$ cat config.mk
export PLATFORM = sky130hd
export DESIGN_NAME = answer_judge
export DESIGN_NICKNAME = d
export VERILOG_FILES = /design/src/rtl/answer_judge.sv
export SDC_FILE = /design/constraint.sdc
export NUM_CORES = 1
export LEC_CHECK = 0
export ABC_AREA = 1
export BUFFER_PORTS_ARGS = -buffer_cell sky130_fd_sc_hd__buf_2
export CAP_MARGIN = 20
export CORE_MARGIN = 2
export CORE_UTILIZATION = 50
export DETAILED_ROUTE_END_ITERATION = 16
export PLACE_DENSITY = 0.74
export SLEW_MARGIN = 0
export SYNTH_ARGS = -nofsm -noshare
export SYNTH_HDL_FRONTEND = slang
export SYNTH_SLANG_ARGS = --single-unit
$ cat constraint.sdc
create_clock -name CLK -period 3.2 [get_ports CLK]
set_input_delay 0.96 -clock CLK [delete_from_list [all_inputs] [get_ports CLK]]
set_output_delay 0.96 -clock CLK [all_outputs]
set_load 0.05 [all_outputs]
$ cat src/rtl/answer_judge.sv
// Judges a player's three-digit answer: multiplies DIG1*DIG2*DIG3 with a
// sequential shift-add multiplier and compares the product with the BCD question.
module answer_judge #(
  parameter logic [3:0] INPUT_STATE = 4'b0100,
  parameter logic [1:0] RES_GOOD    = 2'b01,
  parameter logic [1:0] RES_OUCH    = 2'b10
) (
  input  logic        CLK,
  input  logic        RST,
  input  logic [3:0]  STATE,
  input  logic        QUE_OK,
  input  logic        START,
  input  logic        CLR,
  input  logic [11:0] QUESTION,
  input  logic [3:0]  DIG1,
  input  logic [3:0]  DIG2,
  input  logic [3:0]  DIG3,
  output logic        BUSY,
  output logic        DONE,
  output logic [1:0]  RESULT
);

  typedef enum logic [2:0] {IDLE, CONV, MULA, MULB, CMP} state_t;

  state_t      state;
  logic [11:0] que_reg;
  logic [3:0]  dig1_r;
  logic [3:0]  dig2_r;
  logic [3:0]  dig3_r;
  logic [9:0]  q_bin;
  logic        bad;
  logic [6:0]  prod_a;
  logic [9:0]  prod;
  logic [1:0]  bit_cnt;

  logic [9:0]  hun;
  logic [9:0]  ten;
  logic [9:0]  one;
  logic [9:0]  q_bin_next;
  logic        bad_next;
  logic [6:0]  add_a;
  logic [9:0]  add_b;

  assign hun = {6'b0, que_reg[11:8]};
  assign ten = {6'b0, que_reg[7:4]};
  assign one = {6'b0, que_reg[3:0]};

  // H*100 = H*64 + H*32 + H*4, T*10 = T*8 + T*2
  assign q_bin_next = (hun << 6) + (hun << 5) + (hun << 2) + (ten << 3) + (ten << 1) + one;

  assign bad_next = (que_reg[11:8] > 4'd9) || (que_reg[7:4] > 4'd9) || (que_reg[3:0] > 4'd9) ||
                    (dig1_r == 4'd0) || (dig1_r > 4'd9) ||
                    (dig2_r == 4'd0) || (dig2_r > 4'd9) ||
                    (dig3_r == 4'd0) || (dig3_r > 4'd9);

  assign add_a = dig2_r[bit_cnt] ? ({3'b0, dig1_r} << bit_cnt) : 7'd0;
  assign add_b = dig3_r[bit_cnt] ? ({3'b0, prod_a} << bit_cnt) : 10'd0;

  always_ff @(posedge CLK or negedge RST) begin
    if (!RST) begin
      state   <= IDLE;
      que_reg <= 12'd0;
      dig1_r  <= 4'd0;
      dig2_r  <= 4'd0;
      dig3_r  <= 4'd0;
      q_bin   <= 10'd0;
      bad     <= 1'b0;
      prod_a  <= 7'd0;
      prod    <= 10'd0;
      bit_cnt <= 2'd0;
      BUSY    <= 1'b0;
      DONE    <= 1'b0;
      RESULT  <= 2'b00;
    end else if (CLR) begin
      state   <= IDLE;
      bit_cnt <= 2'd0;
      BUSY    <= 1'b0;
      DONE    <= 1'b0;
      RESULT  <= 2'b00;
    end else begin
      DONE <= 1'b0;
      case (state)
        IDLE: begin
          if (START && (STATE == INPUT_STATE) && QUE_OK) begin
            que_reg <= QUESTION;
            dig1_r  <= DIG1;
            dig2_r  <= DIG2;
            dig3_r  <= DIG3;
            prod_a  <= 7'd0;
            prod    <= 10'd0;
            bit_cnt <= 2'd0;
            RESULT  <= 2'b00;
            BUSY    <= 1'b1;
            state   <= CONV;
          end
        end
        CONV: begin
          q_bin <= q_bin_next;
          bad   <= bad_next;
          state <= MULA;
        end
        // bit_cnt wraps from 3 back to 0, so MULB starts at multiplier bit 0
        MULA: begin
          prod_a  <= prod_a + add_a;
          bit_cnt <= bit_cnt + 2'd1;
          if (bit_cnt == 2'd3) state <= MULB;
        end
        MULB: begin
          prod    <= prod + add_b;
          bit_cnt <= bit_cnt + 2'd1;
          if (bit_cnt == 2'd3) state <= CMP;
        end
        CMP: begin
          RESULT <= (!bad && (prod == q_bin)) ? RES_GOOD : RES_OUCH;
          DONE   <= 1'b1;
          BUSY   <= 1'b0;
          state  <= IDLE;
        end
        default: state <= IDLE;
      endcase
    end
  end

endmodule
==> impl_results.md, run 1 <==
- Diodes inserted: 0
- Final ANT Viol Nets: 0
- Max frequency: ~350 MHz
- Die X: ~97 um
- Clock Latency Late Sink: ~340 ps
- Htree depth: 3
- Post-Synth Adder-Cell Area: between 10% and 20%
- Type of destination of the critical path: register
- Reg-to-reg slack, setup: approximately 370 ps
- Hold path startpoint: RESULT[0]
- Status: finished clean
- Drt pass-1 iters: 5
- XOR/XNOR share of the synthesized area: between 2 and 2.5%
- Main combinational cell family by area after synthesis: simple AND/OR/NAND/NOR gates
- Worst Hold Class: register to register
- Post-synth top area cell: dfrtp_1
- DP Cell Count: between 700 and 800
- Syn Nets: around 660
- Post-route setup slack: ~370 ps
- Layout fillers: around 780
- Static leakage: between 2 and 3 nW
- Design area: between 0.004 and 0.005 mm^2
- Crit share post-route: 88.33%
- Worst R2R End: q_bin[9]
- Top-area cell type share of the netlist area: approximately 35%
- Share of layout cells above drive strength 1: between 10% and 20%
- Hold buffers post-CTS: 0
- Simple logic cell fraction of the synthesized area: a little over a quarter
- I/O pins: 37
- Num CTS Buffers: 9
- Synth-to-Final Area Change: 11.90%
- Post-synthesis compound-gate area fraction: 12.22%
- Worst hold endpoint: RESULT[0]
- Detailed Place HPWL: between 7000 and 8000 um
- Clock-pin slew on the worst setup and hold paths: about 70 ps
- Yosys Warn Count: 0
- Port Buffer Count: 36
- Clock Tree Buf Depth: 2
- Drt via density: about 5.2
- Area after DPL: 0.004601 mm^2
- Setup bufs post-CTS: 0
- Peak VDD IR: around 0.00029 V
- Core Footprint: roughly 0.0083 mm^2
- Reg2Reg Launch Point: que_reg[3]
- Final std cells w/o fill: around 730
- Critical path class: register to register
- Vias in the first global route: 3757
- Row count: 33
- Initial antenna violation count: 0
- Number of DRC markers in iteration 0: roughly 210
- DRC errors left: 0
- Leading post-synthesis cells by cell area: dfrtp_1 35%, nand2_1 12%, ha_1 9.6%
- Synthesized flop and latch total: just over 60
- Post-synthesis sequential area ratio: a little over a third
- CP max FO: 3
- Area of the mapped netlist: approximately 0.0043 mm^2
- Max Cap Violations: 0
- Hold depth: 2
- Total power: roughly 2.7 mW
- Final hold vios: 0
- Total Die Area: ~0.0094 mm^2
- Mapped Avg Cell Area: around 7.4 um^2
- First-pass GRT wire length: around 17000 um
- WL final: 9975 um
- Final core utilization: between 50 and 60%
- Clk Tree Root Cell: clkbuf_8
- Final slew viol count: 0
- CTS tree: built
- Die extent in y: about 97 um
- Slew headroom: between 40% and 50%
- Yosys cell types: 33
- # setup viols final: 0
- Via count: between 3000 and 4000
- Worst endpoint required time: ~3400 ps
- RSZ-0062 raised after global routing: no
- Total negative slack: 0 ps
- Pwr dens: 551.5 mW/mm^2
- CTS Sinks: 61
- Worst Skew: approximately 8.7 ps
- Post-synthesis mux area share: less than 1%
- Worst endpoint data arrival time: just over 3000 ps
- Syn Inst Count: 583
- Max reg flops: 12
- Min cycle time layout: ~2800 ps
- Avg WL per Cell: between 10 and 15 um
- Worst hold slack: just under 500 ps
- Grt ovf: 0
- Nets: around 700
- Tightest Pin Transition: around 810 ps
- Largest net degree at the start of global routing: 44
- Startpoint types: register
- Post-placement worst setup slack: around 430 ps
- Reg2reg path depth: 13
- Overall Global Routing Usage: about 23%
- Routability congestion estimate: between 0.9 and 1
- Initial Util: 51.94%
- Post-cts sizing count: 0
==> routing by layer <==
layer / up-vias / GRT usage, % / wire length (um)
met5: - / 0 / 0
met4: 0 / 8.342 / 178
met3: 15 / 2.673 / 341
met2: 87 / 37.66 / 4853
met1: 1771 / 30.21 / 4602
li1: 1952 / - / -
==> cell usage after synthesis (all sizes together) <==
library cell	count
nand2	144
inv	93
dfrtp	61
nor2	60
o21ai	45
nand3	40
a21oi	38
ha	33
nand4	11
fa	9
o22ai	9
xnor2	9
buf	7
clkbuf	5
nor3	5
xor2	3
nand3b	2
o211ai	2
o21a	2
a31oi	1
clkinv	1
mux2i	1
nor4	1
o21bai	1
==> cells in the final DEF, fill, tap and decap left out, drive strengths merged, types with 2 or more instances in the layout <==
| cell | synthesis | routed |
|---|---|---|
| a21oi | 38 | 38 |
| buf | 7 | 41 |
| bufinv | 0 | 2 |
| clkbuf | 5 | 9 |
| clkinv | 1 | 4 |
| dfrtp | 61 | 61 |
| fa | 9 | 9 |
| ha | 33 | 33 |
| inv | 93 | 94 |
| nand2 | 144 | 144 |
| nand3 | 40 | 40 |
| nand3b | 2 | 2 |
| nand4 | 11 | 11 |
| nor2 | 60 | 60 |
| nor3 | 5 | 5 |
| o211ai | 2 | 2 |
| o21a | 2 | 2 |
| o21ai | 45 | 45 |
| o22ai | 9 | 9 |
| xnor2 | 9 | 9 |
| xor2 | 3 | 3 |
==> worst max path at each step <==
stage | startpoint | to
3_5_place_dp | que_reg[3] | q_bin[9]
3_3_place_gp | bit_cnt[0] | prod[6]
4_1_cts | que_reg[3] | q_bin[9]
6_report | que_reg[3] | q_bin[9]
5_1_grt | bit_cnt[0] | prod[6]
2_1_floorplan | que_reg[6] | q_bin[9]
==> final cells by class <==
type / instances / area, um^2 / share of cell area (%)
repair buffers: 41 / 217.7 / 4.514
flip-flops and latches: 61 / 1526 / 31.65
clock buffers: 9 / 123.9 / 2.568
inverters: 94 / 352.8 / 7.315
well taps: 105 / 131.4 / 2.724
multi-input cells: 416 / 2372 / 49.18
clock inverters: 7 / 98.84 / 2.049
==> where the power goes <==
part	switching (mW)	total, mW	leakage, nW	internal [mW]
registers	0.0854	0.962	0.736	0.876
clock network	0.332	0.774	0.110	0.442
logic	0.557	0.924	1.78	0.366
total	0.975	2.66	2.62	1.68
==> worst max-delay path, cell delays in order, from the launching register on <==
cell and delay [ps]:
dfrtp_1 360, inv_1 80, fa_1 530, inv_1 50, fa_1 510, ha_1 200
inv_1 70, fa_1 390, inv_1 90, nand4_1 130, nand3_1 110, nand2_1 60
nand3_1 70, o21ai_1 70
==> logic make-up (layout without fill, tap and decap cells) <==
| family | count (synthesis) | after routing |
|---|---|---|
| adder cells (fa/ha/maj) | 42 | 42 |
| AND/OR/NAND/NOR | 263 | 263 |
| multiplexers | 1 | 1 |
| buffers and inverters | 106 | 151 |
| AO/OA/AOI/OAI | 98 | 98 |
| XOR/XNOR | 12 | 12 |
| flip-flops | 61 | 61 |
(Power assumes the default switching activity.)
==> run 2, diff against run 1 <==
- SETUP_SLACK_MARGIN: default -> 0.5
==> run 2 against run 1 <==
Effect of this change:
- utilization grew 1.5 points
- clock skew increased by 3.0 ps
- clock-buffer cell count unchanged
- sequential share of layout area decreased by 0.77 points
- combinational power is 4.0% higher
- clock power is 0.5% higher
- register-to-register slack better by 140 ps
- die area did not move
- fmax grew 5.4%
- global-route usage grew 0.10 points
==> impl_results.md, run 2 (synthesis gave the netlist of run 1 again) <==
- Max reg flops: 12 (unchanged)
- Synth-to-Final Area Change: 14.86%
- Worst Hold Class: register to register
- Internal: 1.707 mW (+1.3%)
- Slew headroom: 46.08% (+0.59 points)
- Total negative slack: 0 ps (unchanged)
- Routability congestion estimate: 0.9119 (unchanged)
- Via count: 3934 (+2.8%)
- Die extent in y: 96.85 um (unchanged)
- Max frequency: 372.8 MHz (+5.4%)
- CP max FO: 3 (unchanged)
- Min cycle time layout: 2682 ps (-144.4 ps)
- Num CTS Buffers: 9 (unchanged)
- Worst endpoint data arrival time: 2920 ps (-140 ps)
- Worst Skew: 11.74 ps (+3.029 ps)
- Tightest Pin Transition: 801.5 ps (-8.783 ps)
- Post-route setup slack: 517.7 ps (+144.4 ps)
- Final std cells w/o fill: 747 (+1.9%)
- Type of destination of the critical path: register
- First-pass GRT wire length: 17420 um (+0.52%)
- # setup viols final: 0 (unchanged)
- Combinational Power Share: 35.6% (+0.9 points)
- Area after DPL: 0.004601 mm^2 (unchanged)
- Most frequent cells in the layout: 141 x nand2_1, 79 x inv_1, 59 x dfrtp_1
- Pwr dens: 545.8 mW/mm^2 (-1.0%)
- Clock network power share: 28.8% (-0.3 points)
- Vias in the first global route: 3769 (+0.32%)
- CTS Sinks: 61 (unchanged)
- Status: finished clean
- Post-placement worst setup slack: 428.7 ps (unchanged)
- Clock Tree Buf Depth: 2 (unchanged)
- Diodes inserted: 0 (unchanged)
- Htree depth: 3 (unchanged)
- Clock-pin slew on the worst setup and hold paths: 70 ps (about the same)
- Net Sw Frac: 36.84% (+0.18 points)
- Clock Latency Late Sink: 350 ps (about the same)
- Port Buffer Count: 36 (unchanged)
- Crit share post-route: 83.82% (-4.5 points)
- Static leakage: 2.686 nW (+2.3%)
- DRC errors left: 0 (unchanged)
- Avg WL per Cell: 13.73 um (+0.87%)
- Sw power: 995.4 uW (+2.1%)
- Design area: 0.004951 mm^2 (+2.6%)
- Final slew viol count: 0 (unchanged)
- Seq pwr share: 35.6% (-0.6 points)
- DP Cell Count: 717 (unchanged)
- Clk Tree Root Cell: clkbuf_8
- Total Die Area: 0.009380 mm^2 (unchanged)
- RSZ-0062 raised after global routing: yes
- Max Cap Violations: 0 (unchanged)
- CTS tree: built
- Detailed Place HPWL: 7823 um (unchanged)
- Final hold vios: 0 (unchanged)
- Largest net degree at the start of global routing: 44 (unchanged)
- Layout fillers: 750 (-3.4%)
- Overall Global Routing Usage: 22.65% (+0.10 points)
- Most common cell after layout, fill and taps aside: nand2_1
- Drt via density: 5.266 (+0.92%)
- Grt ovf: 0 (unchanged)
- Startpoint types: register
- Hold buffers post-CTS: 0 (unchanged)
- Worst endpoint required time: 3440 ps (about the same)
- Die X: 96.85 um (unchanged)
- Nets: 712 (+2.0%)
- Row count: 33 (unchanged)
- Peak VDD IR: 0.0002891 V (+0.68%)
- Critical path class: register to register
- Initial Util: 51.94% (unchanged)
- Core Footprint: 0.008299 mm^2 (unchanged)
- Final ANT Viol Nets: 0 (unchanged)
- WL final: 10250 um (+2.8%)
- Number of DRC markers in iteration 0: 268 (+27%)
- Initial antenna violation count: 0 (unchanged)
- Drt pass-1 iters: 5 (unchanged)
- Share of layout cells above drive strength 1: 15.73% (+3.9 points)
- I/O pins: 37 (unchanged)
-- run 2: cell count changes in the layout (fill, tap and decap cells not counted), moves of 2 or more --
cell / change
ha_2: +2
dfrtp_1: -2
inv_2: +5
dfrtp_2: +2
inv_1: -6
buf_4: +14
ha_1: -2
-- run 2: area by class of cell --
class	count	area [um^2]	area share, %
clock buffers	9	123.9	2.502
clock inverters	7	98.84	1.996
inverters	94	356.6	7.202
multi-input cells	416	2389	48.24
flip-flops and latches	61	1529	30.88
well taps	105	131.4	2.654
repair buffers	55	322.8	6.520
-- run 2: per-stage QoR --
step	utilization [%]	hold slack, ps	total power, mW
2_1_floorplan	-	442.2	1.644
3_3_place_gp	55.43	464.1	1.841
3_5_place_dp	55.43	467.1	1.883
4_1_cts	58.30	491.6	2.677
5_1_grt	59.66	518.1	2.895
6_report	59.66	493.7	2.702
-- run 2: routing by layer --
layer	vias to the layer above	part of all wire (%)	track usage, %
met1	1834	46	30.05
met3	11	3.2	2.673
met5	-	0	0
met4	0	1.1	7.042
li1	1987	-	-
met2	102	50	38.84
-- run 2: repair_timing --
item,4_1_cts,5_1_grt
pin swaps,0,7
setup buffers,1,13
endpoints found under the setup margin,4,8
gates resized for setup,4,10
-- run 2: worst paths after layout --
path                            start          to  slack (ps)  cells after the start
setup / recovery           que_reg[6]    q_bin[9]         520                     13
min in group asynchronous         RST   prod_a[4]         680                      1
hold / removal              RESULT[0]   RESULT[0]         490                      2
max in group asynchronous         RST  que_reg[5]        1810                      2
hold reg to reg             RESULT[0]   RESULT[0]         490                      2
setup reg to reg           que_reg[6]    q_bin[9]         520                     13
-- run 2: critical path: stages (launching register included) --
cell	delay (ps)
dfrtp_1	380
inv_2	60
fa_1	520
inv_1	50
fa_1	480
ha_2	200
inv_2	50
fa_2	360
inv_2	70
nand4_1	100
nand3_1	110
nand2_1	60
nand3_1	70
o21ai_1	70
-- run 2: power by group through the flow --
| stage | Sequential (mW) | Clock (mW) | Combinational (mW) |
|---|---|---|---|
| floorplan | 0.946 | 0 | 0.698 |
| global placement | 0.970 | 0 | 0.871 |
| detailed placement | 0.973 | 0 | 0.910 |
| CTS | 0.961 | 0.789 | 0.928 |
| global route | 0.975 | 0.828 | 1.09 |
| finish | 0.962 | 0.778 | 0.961 |
==> run 3, diff against run 2 <==
- clock period: 3.2 -> 2.6 ns (I/O delays scaled with it)
==> run 3 against run 2 <==
Effect of this change:
- critical path depth rose by 1
- non-clock buffer count grew 39
- global-route usage is 0.34 points higher
- sequential cell count stayed put
- register-to-register slack lost 530 ps
- the flow now finishes with violations (setup timing)
- power up 46%
- via count rose by 11%
==> impl_results.md, run 3 (synthesis gave the netlist of run 1 again) <==
- Final ANT Viol Nets: 0 (unchanged)
- Largest net degree at the start of global routing: 26 (-41%)
- Net Sw Frac: 36.31% (-0.52 points)
- Slew headroom: 61.29% (+15 points)
- Avg WL per Cell: 15.69 um (+14%)
- Critical path class: register to register
- Tightest Pin Transition: 580.7 ps (-220.8 ps)
- Seq pwr share: 30.5% (-5.1 points)
- Startpoint types: register
- Number of DRC markers in iteration 0: 373 (+39%)
- Most common cell after layout, fill and taps aside: nand2_1
- Static leakage: 3.038 nW (+13%)
- Num CTS Buffers: 9 (unchanged)
- Drt pass-1 iters: 5 (unchanged)
- Htree depth: 3 (unchanged)
- First-pass GRT wire length: 17830 um (+2.3%)
- DP Cell Count: 731 (+2.0%)
- Crit share post-route: 100.5% (+17 points)
- Worst endpoint required time: 2820 ps (-620 ps)
- Failing checks: setup timing
- Layout fillers: 530 (-29%)
- Die extent in y: 96.85 um (unchanged)
- Sw power: 1.429 mW (+44%)
- Die X: 96.85 um (unchanged)
- Final slew viol count: 0 (unchanged)
- Worst Hold Class: input port to asynchronous set/reset pin
- RSZ-0062 raised after global routing: yes
- Final hold vios: 0 (unchanged)
- Max Cap Violations: 0 (unchanged)
- DRC errors left: 0 (unchanged)
- Pwr dens: 660.9 mW/mm^2 (+21%)
- Synth-to-Final Area Change: 38.14%
- Reg-to-reg slack, setup: -10 ps (-530 ps)
- Clock-pin slew on the worst setup and hold paths: 70 ps (about the same)
- Share of layout cells above drive strength 1: 36.56% (+21 points)
- Worst Skew: 13.07 ps (+1.325 ps)
- Nets: 751 (+5.5%)
- Vias in the first global route: 3929 (+4.2%)
- Hold buffers post-CTS: 0 (unchanged)
- Most frequent cells in the layout: 113 x nand2_1, 65 x inv_1, 59 x dfrtp_1
- Via count: 4377 (+11%)
- Reg2Reg Launch Point: que_reg[3]
- Drt via density: 5.569 (+5.7%)
- Initial Util: 51.94% (unchanged)
- Worst endpoint data arrival time: 2840 ps (-80 ps)
- Status: complete, but fails checks
- Worst R2R End: q_bin[7]
- Crit path to: q_bin[7]
- Max reg flops: 12 (unchanged)
- Worst Setup SP: que_reg[3]
- Clock network power share: 24.6% (-4.2 points)
- Clock Latency Late Sink: 340 ps (about the same)
- Reg2reg path depth: 14 (+1)
- WL final: 12330 um (+20%)
- Max frequency: 382.6 MHz (+2.6%)
- Row count: 33 (unchanged)
- CP max FO: 2 (-1)
- Diodes inserted: 0 (unchanged)
- # setup viols final: 1 (+1)
- CTS tree: built
- Total power: 3.935 mW (+46%)
- Combinational Power Share: 44.9% (+9.3 points)
- Total Die Area: 0.009380 mm^2 (unchanged)
- Grt ovf: 0 (unchanged)
- Type of destination of the critical path: register
- Clock Tree Buf Depth: 2 (unchanged)
- Detailed Place HPWL: 7726 um (-1.2%)
- Peak VDD IR: 0.0004723 V (+63%)
- Clk Tree Root Cell: clkbuf_8
- Initial antenna violation count: 0 (unchanged)
- Min cycle time layout: 2614 ps (-68.64 ps)
- Internal: 2.506 mW (+47%)
- Total negative slack: -13.71 ps (-13.71 ps)
- Final std cells w/o fill: 786 (+5.2%)
- Core Footprint: 0.008299 mm^2 (unchanged)
- Routability congestion estimate: 0.9230 (+1.2%)
- Overall Global Routing Usage: 22.99% (+0.34 points)
- Port Buffer Count: 36 (unchanged)
- Post-route setup slack: -13.71 ps (-531.4 ps)
- CTS Sinks: 61 (unchanged)
- I/O pins: 37 (unchanged)
run 3: cell types whose count changed in the layout (fill, tap and decap cells not counted), moves of 14 or more:
cell and change:
nand2_1 -28, buf_4 +22, nand2_2 +21, o21ai_0 -21, buf_6 +14, ha_1 -14
inv_1 -14
run 3: worst min path at each step:
stage	to	start	slack (ps)	cells past startpoint
floorplan	que_reg[0]	que_reg[0]	440	2
global placement	RESULT[0]	RESULT[0]	460	2
detailed placement	RESULT[1]	RESULT[1]	470	2
CTS	prod_a[3]	RST	440	1
global route	prod_a[0]	RST	470	1
finish	prod_a[3]	RST	430	1
run 3: power groups by stage:
| stage | combinational [mW] | sequential [mW] | clock (mW) |
|---|---|---|---|
| 6_report | 1.77 | 1.20 | 0.967 |
| 5_1_grt | 1.96 | 1.21 | 1.02 |
| 4_1_cts | 1.38 | 1.18 | 0.966 |
| 3_5_place_dp | 1.21 | 1.20 | 0 |
| 3_3_place_gp | 1.18 | 1.19 | 0 |
| 2_1_floorplan | 0.946 | 1.17 | 0 |
run 3: cell type report:
cell class | count | area, um^2 | share of cell area, %
multi-input cells | 416 | 3005 | 50.47
clock inverters | 4 | 70.07 | 1.177
well taps | 105 | 131.4 | 2.206
flip-flops and latches | 61 | 1529 | 25.68
repair buffers | 94 | 700.7 | 11.77
inverters | 94 | 362.8 | 6.094
clock buffers | 12 | 155.1 | 2.606
run 3: per-stage QoR:
stage	cell area, um^2	worst slack, ps	util [%]	hold WS (ps)
3_5_place_dp	4765	-18.08	57.41	467.1
5_1_grt	5954	-150.3	71.75	469.7
6_report	5954	-13.71	71.75	431.2
2_1_floorplan	4375	120.8	-	442.2
3_3_place_gp	4765	53.44	57.41	462.2
4_1_cts	5370	36.71	64.71	442.5
run 3: metal layers:
layer  track usage (%)  routed length [um]  share of wire, %
met1             29.73                4937                40
met2             39.64                6193                50
met3             2.962                 753               6.1
met4             8.126                 448               3.6
met5                 0                   0                 0
run 3: timing repair:
action / in CTS / in global routing
gates resized for setup: 62 / 113
cloned: 0 / 1
setup buffers: 19 / 19
pin swaps: 25 / 62
setup endpoints to repair: 21 / 20
run 3: worst max-delay path, stage by stage, from the launching register on:
cell and delay, ps:
dfrtp_1 380, inv_2 60, fa_1 520, inv_1 50
fa_1 480, ha_2 180, inv_2 40, fa_2 360
inv_2 60, buf_4 100, nand3_2 60, nand2_2 70
nand2_1 40, nand2_1 50, o22ai_1 60
